[config.mk]
export PLATFORM = sky130hd
export DESIGN_NAME = asym_downsize_fifo_flat
export DESIGN_NICKNAME = d
export VERILOG_FILES = /design/src/rtl/asym_pkg.sv /design/src/rtl/asym_downsize_fifo_if.sv /design/src/rtl/asym_ram_wide_wr.sv /design/src/rtl/asym_downsize_fifo.sv /design/src/flat_wrapper.sv
export SDC_FILE = /design/constraint.sdc
export NUM_CORES = 2
export LEC_CHECK = 0
export ABC_CLOCK_PERIOD_IN_PS = 7700
export CAP_MARGIN = 20
export CELL_PAD_IN_SITES_DETAIL_PLACEMENT = 1
export CELL_PAD_IN_SITES_GLOBAL_PLACEMENT = 2
export CORE_UTILIZATION = 45
export CTS_BUF_LIST = sky130_fd_sc_hd__clkbuf_8
export CTS_CLUSTER_DIAMETER = 50
export DETAILED_ROUTE_END_ITERATION = 7
export PLACE_DENSITY = 0.77
export SLEW_MARGIN = 15
export SYNTH_ARGS = -nofsm -noshare
export SYNTH_HDL_FRONTEND = slang
export SYNTH_SLANG_ARGS = --single-unit
[constraint.sdc]
create_clock -name clk -period 7.7 [get_ports clk]
set_clock_uncertainty 0.15 [all_clocks]
set_input_delay 1.925 -clock clk [delete_from_list [all_inputs] [get_ports clk]]
set_output_delay 1.925 -clock clk [all_outputs]
set_load 0.01 [all_outputs]
[src/rtl/asym_pkg.sv]
// Shared constants and elaboration helpers for the asymmetric-width FIFO.
// Lane order is fixed here so the RAM and any consumer agree on byte placement.
package asym_pkg;

  localparam bit LSB_FIRST = 1'b1;

  function automatic int unsigned clog2(input int unsigned v);
    int unsigned r;
    int unsigned x;
    r = 0;
    x = 1;
    while (x < v) begin
      x = x << 1;
      r++;
    end
    return r;
  endfunction

  function automatic int unsigned max(input int unsigned a, input int unsigned b);
    return (a > b) ? a : b;
  endfunction

  function automatic int unsigned min(input int unsigned a, input int unsigned b);
    return (a < b) ? a : b;
  endfunction

  function automatic int unsigned ratio_of(input int unsigned wa, input int unsigned wb);
    return wa / max(wb, 1);
  endfunction

  // Wide side must be an exact power-of-two multiple of the narrow side.
  function automatic bit ratio_ok(input int unsigned wa, input int unsigned wb);
    int unsigned r;
    r = ratio_of(wa, wb);
    return (wa == wb * r) && (r > 1) && ((r & (r - 1)) == 0);
  endfunction

endpackage

[src/rtl/asym_downsize_fifo_if.sv]
// Producer/consumer bus of the downsizing FIFO: word write side, byte read side, status.
interface asym_downsize_fifo_if #(
  parameter int unsigned WIDTHA     = 32,
  parameter int unsigned WIDTHB     = 8,
  parameter int unsigned ADDRWIDTHB = 8
);
  logic                  wr_en;
  logic [WIDTHA-1:0]     wr_data;
  logic                  full;
  logic                  rd_en;
  logic [WIDTHB-1:0]     rd_data;
  logic                  rd_valid;
  logic                  empty;
  logic [ADDRWIDTHB:0]   count;
  logic                  overflow;
  logic                  underflow;

  modport master (
    output wr_en, wr_data, rd_en,
    input  full, rd_data, rd_valid, empty, count, overflow, underflow
  );

  modport slave (
    input  wr_en, wr_data, rd_en,
    output full, rd_data, rd_valid, empty, count, overflow, underflow
  );
endinterface

[src/rtl/asym_ram_wide_wr.sv]
// Block RAM stored as SIZEB narrow entries: one wide write fills RATIO consecutive entries,
// the narrow read port is registered and read-first.
module asym_ram_wide_wr
  import asym_pkg::*;
#(
  parameter int unsigned WIDTHA     = 32,
  parameter int unsigned ADDRWIDTHA = 6,
  parameter int unsigned WIDTHB     = 8,
  parameter int unsigned SIZEB      = 256,
  parameter int unsigned ADDRWIDTHB = 8
) (
  input  logic                  clk,
  input  logic                  rst,
  input  logic                  i_wr_en,
  input  logic [ADDRWIDTHA-1:0] i_wr_addr,
  input  logic [WIDTHA-1:0]     i_wr_data,
  input  logic                  i_rd_en,
  input  logic [ADDRWIDTHB-1:0] i_rd_addr,
  output logic [WIDTHB-1:0]     o_rd_data
);
  localparam int unsigned RATIO = ratio_of(WIDTHA, WIDTHB);
  localparam int unsigned RB    = clog2(RATIO);

  logic [WIDTHB-1:0] r_mem [SIZEB];
  logic [WIDTHB-1:0] r_rd_data;

  always_ff @(posedge clk) begin
    if (i_wr_en) begin
      for (int unsigned k = 0; k < RATIO; k++) begin
        r_mem[{i_wr_addr, RB'(LSB_FIRST ? k : RATIO - 1 - k)}] <= i_wr_data[k*WIDTHB +: WIDTHB];
      end
    end
  end

  // Output register only; the array itself is never reset.
  always_ff @(posedge clk or posedge rst) begin
    if (rst) begin
      r_rd_data <= '0;
    end else if (i_rd_en) begin
      r_rd_data <= r_mem[i_rd_addr];
    end
  end

  assign o_rd_data = r_rd_data;

endmodule

[src/rtl/asym_downsize_fifo.sv]
// Single-clock FIFO taking WIDTHA-bit words and draining WIDTHB-bit bytes, LSB first.
// Pointers, flags and sticky error bits live here; storage is in asym_ram_wide_wr.
module asym_downsize_fifo
  import asym_pkg::*;
#(
  parameter int unsigned WIDTHA     = 32,
  parameter int unsigned SIZEA      = 64,
  parameter int unsigned ADDRWIDTHA = 6,
  parameter int unsigned WIDTHB     = 8,
  parameter int unsigned SIZEB      = 256,
  parameter int unsigned ADDRWIDTHB = 8
) (
  input  logic                 clk,
  input  logic                 rst,
  asym_downsize_fifo_if.slave  bus
);
  localparam int unsigned RATIO = ratio_of(WIDTHA, WIDTHB);
  localparam int unsigned RB    = clog2(RATIO);
  localparam int unsigned CW    = ADDRWIDTHB + 1;

  if (!ratio_ok(WIDTHA, WIDTHB) || (SIZEB != SIZEA * RATIO) ||
      (ADDRWIDTHA != clog2(SIZEA)) || (ADDRWIDTHB != clog2(SIZEB))) begin : g_param_check
    $error("asym_downsize_fifo: inconsistent width/depth parameters");
  end

  logic [ADDRWIDTHA:0] r_wr_ptr;
  logic [ADDRWIDTHB:0] r_rd_ptr;
  logic                r_rd_valid;
  logic                r_overflow;
  logic                r_underflow;
  logic [CW-1:0]       w_count;
  logic                w_full;
  logic                w_empty;
  logic                w_wr_acc;
  logic                w_rd_acc;
  logic [WIDTHB-1:0]   w_rd_data;

  // Word pointer scaled to byte units; modulo arithmetic absorbs the wrap bits.
  assign w_count  = {r_wr_ptr, {RB{1'b0}}} - r_rd_ptr;
  assign w_empty  = (w_count == '0);
  assign w_full   = (w_count > CW'(SIZEB - RATIO));
  assign w_wr_acc = bus.wr_en && !w_full;
  assign w_rd_acc = bus.rd_en && !w_empty;

  always_ff @(posedge clk or posedge rst) begin
    if (rst) begin
      r_wr_ptr    <= '0;
      r_rd_ptr    <= '0;
      r_rd_valid  <= 1'b0;
      r_overflow  <= 1'b0;
      r_underflow <= 1'b0;
    end else begin
      if (w_wr_acc) r_wr_ptr <= r_wr_ptr + (ADDRWIDTHA + 1)'(1);
      if (w_rd_acc) r_rd_ptr <= r_rd_ptr + CW'(1);
      r_rd_valid <= w_rd_acc;
      if (bus.wr_en && w_full)  r_overflow  <= 1'b1;
      if (bus.rd_en && w_empty) r_underflow <= 1'b1;
    end
  end

  asym_ram_wide_wr #(
    .WIDTHA     (WIDTHA),
    .ADDRWIDTHA (ADDRWIDTHA),
    .WIDTHB     (WIDTHB),
    .SIZEB      (SIZEB),
    .ADDRWIDTHB (ADDRWIDTHB)
  ) u_ram (
    .clk       (clk),
    .rst       (rst),
    .i_wr_en   (w_wr_acc),
    .i_wr_addr (r_wr_ptr[ADDRWIDTHA-1:0]),
    .i_wr_data (bus.wr_data),
    .i_rd_en   (w_rd_acc),
    .i_rd_addr (r_rd_ptr[ADDRWIDTHB-1:0]),
    .o_rd_data (w_rd_data)
  );

  assign bus.full      = w_full;
  assign bus.empty     = w_empty;
  assign bus.count     = w_count;
  assign bus.rd_data   = w_rd_data;
  assign bus.rd_valid  = r_rd_valid;
  assign bus.overflow  = r_overflow;
  assign bus.underflow = r_underflow;

endmodule

[src/flat_wrapper.sv]
// flat-port wrapper written by rule: the top's interface ports become plain ports
module asym_downsize_fifo_flat import asym_pkg::*;
#(
  parameter int unsigned WIDTHA     = 32,
  parameter int unsigned SIZEA      = 64,
  parameter int unsigned ADDRWIDTHA = 6,
  parameter int unsigned WIDTHB     = 8,
  parameter int unsigned SIZEB      = 256,
  parameter int unsigned ADDRWIDTHB = 8
)
  (clk, rst, bus_wr_en, bus_wr_data, bus_rd_en, bus_full, bus_rd_data, bus_rd_valid, bus_empty, bus_count, bus_overflow, bus_underflow);
  asym_downsize_fifo_if #(.WIDTHA(WIDTHA), .WIDTHB(WIDTHB), .ADDRWIDTHB(ADDRWIDTHB)) bus_i ();
  input  logic clk;
  input  logic rst;
  input wire logic [$bits(bus_i.wr_en)-1:0] bus_wr_en;
  input wire logic [$bits(bus_i.wr_data)-1:0] bus_wr_data;
  input wire logic [$bits(bus_i.rd_en)-1:0] bus_rd_en;
  output wire logic [$bits(bus_i.full)-1:0] bus_full;
  output wire logic [$bits(bus_i.rd_data)-1:0] bus_rd_data;
  output wire logic [$bits(bus_i.rd_valid)-1:0] bus_rd_valid;
  output wire logic [$bits(bus_i.empty)-1:0] bus_empty;
  output wire logic [$bits(bus_i.count)-1:0] bus_count;
  output wire logic [$bits(bus_i.overflow)-1:0] bus_overflow;
  output wire logic [$bits(bus_i.underflow)-1:0] bus_underflow;
  assign bus_i.wr_en = bus_wr_en;
  assign bus_i.wr_data = bus_wr_data;
  assign bus_i.rd_en = bus_rd_en;
  assign bus_full = bus_i.full;
  assign bus_rd_data = bus_i.rd_data;
  assign bus_rd_valid = bus_i.rd_valid;
  assign bus_empty = bus_i.empty;
  assign bus_count = bus_i.count;
  assign bus_overflow = bus_i.overflow;
  assign bus_underflow = bus_i.underflow;
  asym_downsize_fifo #(.WIDTHA(WIDTHA), .SIZEA(SIZEA), .ADDRWIDTHA(ADDRWIDTHA), .WIDTHB(WIDTHB), .SIZEB(SIZEB), .ADDRWIDTHB(ADDRWIDTHB)) u_core (.clk(clk), .rst(rst), .bus(bus_i));
endmodule
# Word level (Yosys, flattened, before mapping)
# Memory sizes are Yosys's and may differ from the RTL's. A register that Yosys moved wholly into a read port is not among the register bits.
# Index checks and enable logic that the tools add are counted.
[totals] mem_bits_rw=2048 mem_count=1 register_bits=19 out_inout_bits=22 word_cells=19 inputBits=36
[mem_list] name="u_core.u_ram.r_mem" words=256 word_bits=8 read_ports=1 rd_clocked_by_memory_dff=1 wr=4 line_no="asym_ram_wide_wr.sv:24" text="logic [WIDTHB-1:0] r_mem [SIZEB];"
[op_classes] n_lt_le_gt_ge=1 n_addsub=3 mux=2 n_reduce_logical=7
[ops] operator="adder 9 x 1 -> 9 bit (second input constant)" n=1
[ops] operator="> comparator 9 x 8 -> 1 bit (second input constant)" n=1
[ops] operator="zero test 9 bit" n=1
[ops] operator="subtractor 9 bit" n=1
[ops] operator="adder 7 x 1 -> 7 bit (second input constant)" n=1
[ops] operator="logical AND 1 bit" n=4
[ops] operator="zero test 1 bit" n=2
[ops] operator="2-to-1 mux 1 bit" n=2

# Logic depth before layout (Yosys ltp)
[depth] word_depth=6 ltp_mapped=16 depth_no_buf=10

# Hierarchy
# A second synthesis with hierarchy kept.
[unflattened] cells_unflattened=3897 hier_area_um2=81365.5
[by_module_without_submodules] module="asym_ram_wide_wr" cells_each=3767 area_each_um2=80071.8 instances=1 seq_area_each_um2=61699.2
[by_module_without_submodules] module="asym_downsize_fifo" cells_each=130 area_each_um2=1293.7 instances=1 seq_area_each_um2=475.5

# Worst setup path before layout
# No wires, ideal clock.
[synth_path] path_kind="register to register" from="reg u_core.r_rd_ptr[2]" to="mem u_core.u_ram.r_mem[228][0], enable pin" arrival_ns=6.390 n_path_buf=6 period_less_slack_ns=7.042 stages_incl_launch_ff=15 required_ns=7.048 setup_time_ns=0.502 path_slack_ns=0.658 path_cell_list="dfrtp_1 > buf_2 > inv_1 > buf_2 > buf_1 > clkbuf_1 > ha_1 > a21o_1 > a221oi_2 > xnor2_1 > and4_1 > a21o_1 > buf_2 > buf_2 > nor4_1"
[synth_lines] item="start, declared" line_no="asym_downsize_fifo.sv:27" text="logic [ADDRWIDTHB:0] r_rd_ptr;"
[synth_lines] item="start signal, assigned" line_no="asym_downsize_fifo.sv:54" text="if (w_rd_acc) r_rd_ptr <= r_rd_ptr + CW'(1);"
[synth_lines] item="end, declared" line_no="asym_ram_wide_wr.sv:24"

# Worst setup path in the final report
[layout_path] from="reg u_core.r_rd_ptr[1]" to="out bus_empty"
[layout_between] elab_chain_cells=2
[layout_rtl] item="subtractor 9 bit" line_no="asym_downsize_fifo.sv:39" text="assign w_count = {r_wr_ptr, {RB{1'b0}}} - r_rd_ptr;"
[layout_rtl] item="zero test 9 bit" line_no="asym_downsize_fifo.sv:40" text="assign w_empty = (w_count == '0);"
[layout_rtl] item="end, declared" line_no="flat_wrapper.sv:21" text="output wire logic [$bits(bus_i.empty)-1:0] bus_empty;"
# Every way passes these cells.

==> results.md <==
* Result of the run: finished clean
* Count of unique library cells instantiated by Yosys at 77
* Total standard cell area after synthesis at 0.0804 mm2
* Cell Int Power at 20.9 mW
* Sequential element share of the synthesized area at 0.773
* FF-to-FF setup slack at 1910 ps
* Net Sw Frac at 0.347
* Peak supply drop at 261 uV
* Hold Crit Start: u_core.bus.overflow$_DFFE_PP0P_
* Synth async-reset ratio at 0.0130
* Setup repair after global routing missed its margin: false
* Core utilization of the finished layout at 0.510
* Commonest register cell after synthesis: sky130_fd_sc_hd__edfxtp_1
* Number of nets produced by synthesis at 3828
* CP required at 5620 ps
* Peak per-stage delay on the critical path at 880 ps
* Peak Freq at 147 MHz
* Register bit count reported by yosys at 2075
* Number of buffers created by CTS at 347
* Number of warnings reported in the yosys synthesis log at 0
* Largest cells by area after synthesis: sky130_fd_sc_hd__edfxtp_1 76%, sky130_fd_sc_hd__mux4_2 11%, sky130_fd_sc_hd__mux2i_1 2.7%, sky130_fd_sc_hd__a22oi_1 1.2%, sky130_fd_sc_hd__dfrtp_1 0.84%
* Hold WC Path Type: flip-flop to flip-flop
* Final period demand of the worst path at 6810 ps
* Number of standard-cell rows in the floorplan at 154
* Remaining antenna violation count after routing at 0
* Total power density per cell area at 355 mW/mm2
* Initial core utilization at 0.455
* Post-cts gate resize count at 0
* Post-place setup slack at 2010 ps
* Switching power at 11.1 mW
* Max_cap viols at 0
* Initial drt markers at 5567
* Max-slew violation count at 0
* Via-per-instance ratio at 6.36
* Placeable core area at 0.177 mm2
* Number of buffer cells added on primary ports at 57
* Post-CTS repair timing setup buffer count at 0
* Root Buffer Master: sky130_fd_sc_hd__clkbuf_8
* H-tree depth reported by CTS at 5
* Final setup violation count at 0
* Vertical extent of the die at 425 um
* Post-Synthesis Cells at 3782
* Worst Setup Path Type: flip-flop to primary output
* Post-Route WL at 242000 um
* Largest area contributor in the netlist: sky130_fd_sc_hd__edfxtp_1
* Launching instance or port of the critical path: u_core.r_rd_ptr[1]$_DFFE_PP0P_
* Crit path max fanout at 43
* Leakage dissipation at 28.9 nW
* Clock slew at the register clock pins of the worst setup and hold paths at 60 ps
* Most repeated cell in the gate-level netlist after synthesis: sky130_fd_sc_hd__edfxtp_1
* Number of I/O pins at 58
* DIE AREA at 0.180 mm2
* EDFF count, synth at 2048
* Residual overflow from global routing at 0
* Max transition margin at 0.261
* Cell type of the slowest stage on the worst timing path: sky130_fd_sc_hd__dfrtp_4
* Mean Syn Cell Area at 21.3 um2
* Measured slew at the worst slew-check pin at 1110 ps
* Arrival time at the worst endpoint at 4740 ps
* Share of Yosys cell area claimed by the top area cell type at 0.765
* Critical Path End Type: primary output
* Type of origin of the critical path: flip-flop
* Pin count of the biggest net entering global routing at 110
* TritonCTS clock tree: built
* Clock latency reported for the late side of the worst-skew pair at 1070 ps
* Leading post-synthesis cells by instance count: 2048 x sky130_fd_sc_hd__edfxtp_1, 407 x sky130_fd_sc_hd__mux4_2, 220 x sky130_fd_sc_hd__mux2i_1
* Via total after detailed routing at 42700
* Number of global-route vias before repair at 44300
* Final #Nets at 4173
* Global-route wire length before repair at 336000 um
* Setup TNS at 0 ps
* Share of final-layout standard cells stronger than drive strength 1 at 0.258
* Seq pwr share at 0.409
* Antenna violations before repair at 12
* Worst hold slack across all endpoints at 308 ps
* Pre-antenna DRT Iters at 8
* Number of design rule violations left after detail routing at 0
* Comb power frac at 0.318
* Clock buffer depth at 4
* Critical-path cell list: inv_2, ha_1, a21o_1, a221oi_2, nor4b_2, o2111ai_1, nor3_1, clkdlybuf4s50_1
* Final routed wire length divided by cell count at 36.0 um
* R2r startpoint: u_core.r_rd_ptr[1]$_DFFE_PP0P_
* Ratio of final minimum period to clock period at 0.885
* Clock Power Share at 0.273
* Number of clock sinks at 2075
* Placer's final routability congestion estimate at 0.872
* Post-cts hold buffer count at 0
* Area growth from synthesis to layout at 12.1%
* GRT Overall Usage at 0.268
* Final Hold Violating Endpoints at 0
* Final setup slack of the worst path at 887 ps
* Horizontal die dimension at 425 um
* Detailed placer's ending HPWL at 137000 um
## logic make-up (layout without fill, tap and decap cells)
logic type               count (synthesis)  after routing  share of synthesized area
multiplexers                           659            659                      0.146
AO/OA/AOI/OAI                          433            433                     0.0383
adder cells (fa/ha/maj)                 10             10                    0.00156
XOR/XNOR                                20             20                    0.00218
buffers and inverters                  242            836                     0.0175
other                                    0              2                          0
AND/OR/NAND/NOR                        343            343                     0.0215
flip-flops                            2075           2075                      0.773
## worst max-delay path, delay by kind of cell, from the launching register on
family	cells	cell delay (ps)
flip-flops	1	880
adder cells (fa/ha/maj)	1	330
AO/OA/AOI/OAI	3	800
buffers and inverters	2	980
AND/OR/NAND/NOR	2	710
## area by class of cell
class                   count  area (um2)
flip-flops and latches   2075       62200
fillers                 15800       86700
multi-input cells        1465       17200
clock buffers             359        4940
clock inverters           239        1060
well taps                2340        2930
repair buffers            221        1750
diodes                      2        5.00
inverters                  17        63.8
## final timing paths
path | end | cells past startpoint
max in group asynchronous | u_core.r_rd_ptr[3]$_DFFE_PP0P_ | 3
setup / recovery | bus_empty | 8
setup reg to reg | u_core.u_ram.r_mem[82][0]$_DFFE_PP_ | 12
min in group asynchronous | u_core.r_wr_ptr[3]$_DFFE_PP0P_ | 3
hold reg to reg | u_core.bus.overflow$_DFFE_PP0P_ | 1
hold / removal | u_core.bus.overflow$_DFFE_PP0P_ | 1
## routing by layer
metal	up-vias	track usage	routed length (um)	share of wire
li1	16700	-	-	-
met1	23100	0.365	94500	0.39
met2	2451	0.428	116000	0.48
met3	501	0.0531	22300	0.092
met4	6	0.0999	8770	0.036
met5	-	0	45	0.00019
## power by group through the flow
| stage | sequential [mW] | clock [mW] | combinational, mW |
|---|---|---|---|
| 2_1_floorplan | 13.1 | 0 | 6.35 |
| 3_3_place_gp | 13.3 | 0 | 10.0 |
| 3_5_place_dp | 13.3 | 0 | 10.1 |
| 4_1_cts | 13.1 | 8.88 | 10.1 |
| 5_1_grt | 13.1 | 9.29 | 10.6 |
| 6_report | 13.1 | 8.74 | 10.2 |
## stage by stage
stage | std cells | cell area [um2] | power, mW
final | 6718 | 90200 | 32.0
after global routing | 6717 | 90200 | 33.0
after CTS | 6716 | 90200 | 32.1
after detailed placement | 6118 | 84200 | 23.4
after global placement | 6117 | 84100 | 23.3
after floorplan | 3782 | 80400 | 19.4
## sequential cells by signal (all words and copies together) (netlist names)
name / count
u_core.u_ram.o_rd_data: 8
u_core.bus.underflow: 1
u_core.r_rd_ptr: 9
u_core.bus.rd_valid: 1
u_core.r_wr_ptr: 7
u_core.u_ram.r_mem: 2048
u_core.bus.overflow: 1
## cell usage in the layout, fill, tap and decap left out, drive strengths merged, types with 7 or more instances in the layout
cell type	count
a221o	7
clkbuf	359
xor2	7
a221oi	28
nor3	36
edfxtp	2048
clkinv	105
nor2	64
nand2b	14
ha	10
a21o	9
o221ai	12
buf	196
mux2	32
o311ai	7
nand3	32
inv	140
a21oi	69
dfrtp	27
clkinvlp	7
nand2	98
or4	8
nand4	8
a2111oi	8
nand3b	8
a22oi	132
a31oi	18
o211ai	8
o21ai	46
nor2b	14
mux4	407
mux2i	220
nor4	23
a211oi	18
o22ai	24
clkdlybuf4s50	25
xnor2	13
or3	9
No activity file was read; power rests on OpenSTA's default activity.
